**src/rtl/color_encoder.sv**
```systemverilog
// Debounced 4-line color encoder: one-hot to index in mode 0, raw pass-through in mode 1,
// with a ready/valid hold stage, a synchronized mode button and a synchronized reset release.
module color_encoder #(
  parameter int STABLE_CYCLES = 4
) (
  input  logic       Clk,
  input  logic       Reset_n,
  input  logic [3:0] Pins,
  input  logic       ModeSwitch,
  input  logic       Ready,
  output logic [3:0] Color,
  output logic       Valid,
  output logic       Mode,
  output logic       Error
);

  localparam logic [1:0] IDLE   = 2'd0;
  localparam logic [1:0] SETTLE = 2'd1;
  localparam logic [1:0] HOLD   = 2'd2;

  // The IDLE edge that loads the candidate is the first stable sample.
  localparam logic [3:0] ACCEPT_COUNT = 4'(STABLE_CYCLES - 2);

  logic       rst_meta_reg;
  logic       rst_sync_reg;
  logic       run;

  logic [3:0] pins_meta_reg;
  logic [3:0] pins_sync_reg;
  logic       ms_meta_reg;
  logic       ms_sync_reg;
  logic       ms_prev_reg;
  logic       toggle;

  logic [1:0] state_reg;
  logic [1:0] state_next;
  logic [3:0] last_reg;
  logic [3:0] last_next;
  logic [3:0] cand_reg;
  logic [3:0] cand_next;
  logic [3:0] cnt_reg;
  logic [3:0] cnt_next;
  logic [3:0] color_reg;
  logic [3:0] color_next;
  logic       valid_reg;
  logic       valid_next;
  logic       mode_reg;
  logic       mode_next;
  logic       error_reg;
  logic       error_next;
  logic       accept;
  logic [2:0] onehot;

  // Returns {legal, index}; legal only for exactly one line high.
  function automatic logic [2:0] decode_onehot(input logic [3:0] p);
    logic [2:0] r;
    case (p)
      4'b0001: r = 3'b100;
      4'b0010: r = 3'b101;
      4'b0100: r = 3'b110;
      4'b1000: r = 3'b111;
      default: r = 3'b000;
    endcase
    return r;
  endfunction

  // Reset asserts immediately but releases two edges later, so nothing moves on the release edge.
  always_ff @(posedge Clk or negedge Reset_n) begin
    if (!Reset_n) begin
      rst_meta_reg <= 1'b0;
      rst_sync_reg <= 1'b0;
    end else begin
      rst_meta_reg <= 1'b1;
      rst_sync_reg <= rst_meta_reg;
    end
  end

  assign run = rst_sync_reg;

  always_ff @(posedge Clk or negedge Reset_n) begin
    if (!Reset_n) begin
      pins_meta_reg <= 4'b0000;
      pins_sync_reg <= 4'b0000;
      ms_meta_reg   <= 1'b0;
      ms_sync_reg   <= 1'b0;
      ms_prev_reg   <= 1'b0;
    end else if (run) begin
      pins_meta_reg <= Pins;
      pins_sync_reg <= pins_meta_reg;
      ms_meta_reg   <= ModeSwitch;
      ms_sync_reg   <= ms_meta_reg;
      ms_prev_reg   <= ms_sync_reg;
    end
  end

  assign toggle = ms_sync_reg & ~ms_prev_reg;

  always_comb begin
    state_next = state_reg;
    last_next  = last_reg;
    cand_next  = cand_reg;
    cnt_next   = cnt_reg;
    color_next = color_reg;
    valid_next = valid_reg;
    mode_next  = mode_reg;
    error_next = 1'b0;
    accept     = 1'b0;
    onehot     = decode_onehot(cand_reg);

    case (state_reg)
      IDLE: begin
        if (pins_sync_reg != last_reg) begin
          cand_next  = pins_sync_reg;
          cnt_next   = 4'd0;
          state_next = SETTLE;
        end
      end
      SETTLE: begin
        if (pins_sync_reg == cand_reg) begin
          if (cnt_reg == ACCEPT_COUNT) begin
            accept = 1'b1;
          end else begin
            cnt_next = cnt_reg + 4'd1;
          end
        end else if (pins_sync_reg == last_reg) begin
          state_next = IDLE;
        end else begin
          cand_next = pins_sync_reg;
          cnt_next  = 4'd0;
        end
      end
      HOLD: begin
        if (Ready) begin
          valid_next = 1'b0;
          state_next = IDLE;
        end
      end
      default: state_next = IDLE;
    endcase

    // A mode toggle on the same edge wins over an accept.
    if (accept && !toggle) begin
      last_next = cand_reg;
      cnt_next  = 4'd0;
      if (mode_reg) begin
        color_next = cand_reg;
        valid_next = 1'b1;
        state_next = HOLD;
      end else if (onehot[2]) begin
        color_next = {2'b00, onehot[1:0]};
        valid_next = 1'b1;
        state_next = HOLD;
      end else begin
        error_next = (cand_reg != 4'b0000);
        state_next = IDLE;
      end
    end

    if (toggle) begin
      mode_next = ~mode_reg;
      last_next = 4'b0000;
      cnt_next  = 4'd0;
      if (state_reg != HOLD) begin
        state_next = IDLE;
      end
    end
  end

  always_ff @(posedge Clk or negedge Reset_n) begin
    if (!Reset_n) begin
      state_reg <= IDLE;
      last_reg  <= 4'b0000;
      cand_reg  <= 4'b0000;
      cnt_reg   <= 4'd0;
      color_reg <= 4'b0000;
      valid_reg <= 1'b0;
      mode_reg  <= 1'b0;
      error_reg <= 1'b0;
    end else if (run) begin
      state_reg <= state_next;
      last_reg  <= last_next;
      cand_reg  <= cand_next;
      cnt_reg   <= cnt_next;
      color_reg <= color_next;
      valid_reg <= valid_next;
      mode_reg  <= mode_next;
      error_reg <= error_next;
    end
  end

  assign Color = color_reg;
  assign Valid = valid_reg;
  assign Mode  = mode_reg;
  assign Error = error_reg;

endmodule

```
**config.mk**
```make
export PLATFORM = sky130hd
export DESIGN_NAME = color_encoder
export DESIGN_NICKNAME = d
export VERILOG_FILES = /design/src/rtl/color_encoder.sv
export SDC_FILE = /design/constraint.sdc
export NUM_CORES = 1
export LEC_CHECK = 0
export CAP_MARGIN = 0
export CORE_MARGIN = 4
export CORE_UTILIZATION = 45
export DETAILED_ROUTE_END_ITERATION = 6
export PLACE_DENSITY = 0.7
export SLEW_MARGIN = 0
export SYNTH_ARGS = -nofsm -noshare
export SYNTH_HDL_FRONTEND = slang
export SYNTH_SLANG_ARGS = --single-unit
```
**constraint.sdc**
```tcl
create_clock -name Clk -period 4.6 [get_ports Clk]
set_clock_uncertainty 0.2 [all_clocks]
set_input_delay 0.69 -clock Clk [delete_from_list [all_inputs] [get_ports Clk]]
set_output_delay 0.69 -clock Clk [all_outputs]
set_load 0.03 [all_outputs]
```
-- Word-level counts from Yosys, hierarchy flattened
Index checks and enable logic that the tools add are counted.
- $add $sub $neg: 1
- multiply operators: 0
- div/mod/pow operators: 0
- order comparisons: 0
- equal/unequal tests: 17
- shifts and indexed selects: 0
- multiplexer cells: 37
- bitwise gates (word level): 3
- reduce and logical (&&, ||, !) cells: 13
- operators with widths (kind ; count):
    $mux 4 ; 13
    $mux 2 ; 9
    $pmux 4 s2 ; 2
    $pmux 3 s4 ; 1
    $mux 1 ; 11
    $ne 5x5->1 const B ; 2
    $reduce_and 5->1 ; 2
    $eq 4x2->1 const B ; 2
    $eq 4x4->1 ; 2
    $ne 2x2->1 const B ; 4
    $reduce_bool 4->1 ; 2
    $pmux 2 s3 ; 1
    $reduce_bool 2->1 ; 3
    $add 4x1->4 const B ; 1
    $eq 4x1->1 const B ; 1
    $eq 4x3->1 const B ; 1
    $eq 4x4->1 const B ; 1
    $ne 4x4->1 ; 1
    $ne 4x4->1 const B ; 1
    $reduce_and 2->1 ; 2
    $reduce_and 3->1 ; 1
    $eq 2x1->1 const B ; 1
    $eq 2x2->1 const B ; 1
    $logic_not 2->1 ; 1
    other kinds (4) ; 5
- register bits after elaboration: 34
- bits in latches: 0
- RAM bits: 0
- bits in read-only memories: 0
- output and inout port bits: 7
- logic and storage cells: 86
- memories kept: 0

-- Logic depth before layout (Yosys ltp)
- depth after elaboration: 8
- mapped depth: 7
- mapped depth without buffers: 7

-- Least setup slack after synthesis
No wires, ideal clock.
- path kind: reg2reg
- start: reg cand_reg[2]
- end: reg cand_reg[0]
- arrival time: 1.456 ns
- data required time: 4.275 ns
- slack: 2.819 ns
- stages on the path, launching flop included: 7
- path buffers: 1
- cell sequence: dfrtp_1 > buf_6 > xnor2_1 > and4_4 > nand2_1 > nand3_2 > mux2_2
- cells in the longest elaborated chain, start to end: 3
- RTL lines (element ; RTL line ; source):
    start, declared ; 39 ; logic [3:0] cand_reg;
    start signal, assigned ; 182 ; cand_reg <= cand_next;
    $eq 4x4->1 ; 119 ; if (pins_sync_reg == cand_reg) begin
    $ne 2x2->1 (no line) ; -- ;
    $reduce_and 5->1 (no line) ; -- ;
Every way passes these cells.
A chain may end at the register's enable or synchronous reset.

-- Worst setup path after layout
- start: reg mode_reg, in the netlist Mode
- end: out Mode
- RTL lines (element ; RTL line ; source):
    start, declared ; 47 ; logic mode_reg;
    start signal, assigned ; 186 ; mode_reg <= mode_next;
    end, declared ; 13 ; output logic Mode,
No word-level cell between the ends.

==> flow_summary.json <==
{
  "ant_nets": 0,
  "diodes": 0,
  "hold_viol_final": 0,
  "dpl.hpwl_um": 2120,
  "ios": 15,
  "die_area_um2": 4870,
  "num_vias": 1123,
  "firstDrtPassIters": 4,
  "synth_top_cell_area_share_pct": 49.6,
  "grt.total_usage_pct": 13.9,
  "hp-class": "flop to flop",
  "multi_input_area_um2": 797,
  "fin_crit_sh_pct": 52.3,
  "grt_pass1_wl_um": 5340,
  "die_h_um": 69.8,
  "p_total_mw": 0.852,
  "fillers": 310,
  "syn_area_um2": 1720,
  "crit_buf_inv": 1,
  "cp_slowest_cell": "clkdlybuf4s50_1",
  "clock_latency_ps": 280,
  "p_leak_nw": 0.859,
  "timing.slew.headroom_pct": 55.7,
  "max-vdd-ir-drop_v": 0.000241,
  "num_rows": 22,
  "dp_cells": 201,
  "wl_per_cell_um": 14.2,
  "finalWirelength_um": 2950,
  "cp.arrival_ps": 1510,
  "yosysMostFrequentCell": "dfrtp_1",
  "numPortBuffers": 14,
  "clockPowerShare_pct": 32.3,
  "cp_slowest_stage_delay_ps": 730,
  "switchingPower_mw": 0.253,
  "synth-edff-count": 0,
  "tightest_slew_ps": 664,
  "critPathRequiredTime_ps": 3710,
  "cts_root_buf": "clkbuf_8",
  "dieWidth_um": 69.8,
  "worstPathCellList": "clkdlybuf4s50_1",
  "start_util_pct": 46.9,
  "synth.top_cells.by_count": "dfrtp_1 (34), mux2_2 (15), nand2_1 (13)",
  "grt_max_degree": 35,
  "syn_nets": 155,
  "synth-seq-area-share_pct": 49.6,
  "syn_inst": 145,
  "layout.cells.non_filler": 208,
  "cts_sinks": 34,
  "drive_above_1_share_pct": 22.5,
  "ys_ff_latch": 34,
  "synthDistinctLibCells": 44,
  "synth_warnings": 0,
  "h-tree-depth": 2,
  "core_um2": 3660,
  "synth_top_cell_by_area": "dfrtp_1",
  "area_delta_synth_final_pct": 15.3,
  "grt_overflow_total": 0,
  "cts.clk_slew.worst_paths_ps": 70,
  "setup_viol": 0,
  "gp_congestion": 0.800,
  "hold_buffers": 0,
  "worstSetupEndpointType": "primary output",
  "status": "finished clean",
  "synth_area_leaders": "dfrtp_1 (50%), mux2_2 (9.8%), xnor2_1 (4.6%)",
  "cts_buffers": 5,
  "pwr-share-seq_pct": 46.4,
  "grt_pass1_vias": 1179,
  "drc": 0,
  "post_cts_resized": 0,
  "switching_share_pct": 29.7,
  "clock_path_buffers": 2,
  "cts_tree": "done",
  "synth.avg_cell_area_um2": 11.8,
  "fin_nets": 170,
  "max_freq_mhz": 416,
  "p_int_mw": 0.599,
  "power_density_nw_per_um2": 431,
  "fin_tns_setup_ps": 0,
  "synth-main-ff-cell": "dfrtp_1",
  "final_max_slew_viol_count": 0,
  "criticalPathCategory": "flop to primary output",
  "antenna_found_initial": 0,
  "crit_family": "buffers and inverters",
  "maxCapViolations": 0,
  "combPwrFrac_pct": 21.2,
  "avgViaCountPerCell": 5.40,
  "synthArstFlopShare_pct": 100,
  "drt_first_iter_violations": 91,
  "post_cts_buffers": 0,
  "period_minus_slack_ps": 2400,
  "seq_area_um2": 851,
  "rsz0062_at_grt": "false",
  "worstSetupStartpointType": "flop",
  "cp_max_fo": 10
}
[per-layer routing]
| metal | vias up | share of wire, % | track usage (%) |
|---|---|---|---|
| li1 | 545 | - | - |
| met1 | 542 | 46 | 16.9 |
| met2 | 30 | 47 | 21.9 |
| met3 | 6 | 4.8 | 3.62 |
| met4 | 0 | 2.2 | 8.30 |
| met5 | - | 0 | 0 |
[worst paths after layout]
check | startpoint | to | slack (ps) | cells past startpoint
max | Mode | Mode | 2200 | 1
min | rst_meta_reg | rst_sync_reg | 160 | 0
max reg2reg | rst_sync_reg | Color[2] | 2450 | 5
min reg2reg | rst_meta_reg | rst_sync_reg | 160 | 0
max in group asynchronous | Reset_n | cand_reg[2] | 3290 | 2
min in group asynchronous | Reset_n | cnt_reg[0] | 610 | 2
[per-stage QoR]
step | hold slack [ps] | utilization (%) | worst slack [ps] | cell area (µm²)
after floorplan | 131 | - | 2820 | 1720
after global placement | 139 | 51.0 | 2500 | 1870
after detailed placement | 143 | 51.0 | 2450 | 1870
after CTS | 158 | 54.1 | 2180 | 1980
after global routing | 169 | 54.1 | 2140 | 1980
final | 156 | 54.1 | 2200 | 1980
[logic make-up (layout without fill, tap and decap cells)]
kind of cell	after synthesis	in the layout	synth area share, %
xor gates and xnor gates	11	11	6.05
other	1	1	0.218
adders and majority gates	2	2	1.46
AOI/OAI and AO/OA	27	27	13.0
buffers and inverters	10	25	4.01
DFF	34	34	49.6
and+or+nand+nor	43	43	14.7
muxes	17	17	11.0
[layout by cell type (no fill, tap or decap), types with 2 or more instances in the layout]
master / Yosys / routed
nand4_1: 2 / 2
a21oi_1: 6 / 6
a22o_1: 5 / 5
nor2_1: 6 / 6
clkdlybuf4s50_1: 0 / 14
o21ai_0: 6 / 6
nor3b_1: 2 / 2
xnor2_1: 9 / 9
mux2_2: 15 / 15
mux2i_1: 2 / 2
nor3_1: 3 / 3
inv_1: 3 / 3
dfrtp_1: 34 / 34
nand3_1: 3 / 3
nand2_1: 13 / 13
nor4_1: 2 / 2
ha_1: 2 / 2
a21o_1: 2 / 2
clkbuf_8: 0 / 6
[cell type report]
type                            count  share of cell area, %
Sequential cell                    34                   43.0
Multi-Input combinational cell    101                   40.3
Timing Repair Buffer               15                   7.46
Clock buffer                        6                   4.17
Tap cell                           48                   3.03
Clock inverter                      1                   1.52
Inverter                            3                  0.569
[power by group through the flow]
stage	registers (mW)	logic [mW]	clock network, mW
2_1_floorplan	0.367	0.186	0
3_3_place_gp	0.398	0.179	0
3_5_place_dp	0.401	0.182	0
4_1_cts	0.395	0.183	0.282
5_1_grt	0.404	0.203	0.291
6_report	0.396	0.181	0.275
No activity file was read; power rests on OpenSTA's default activity.
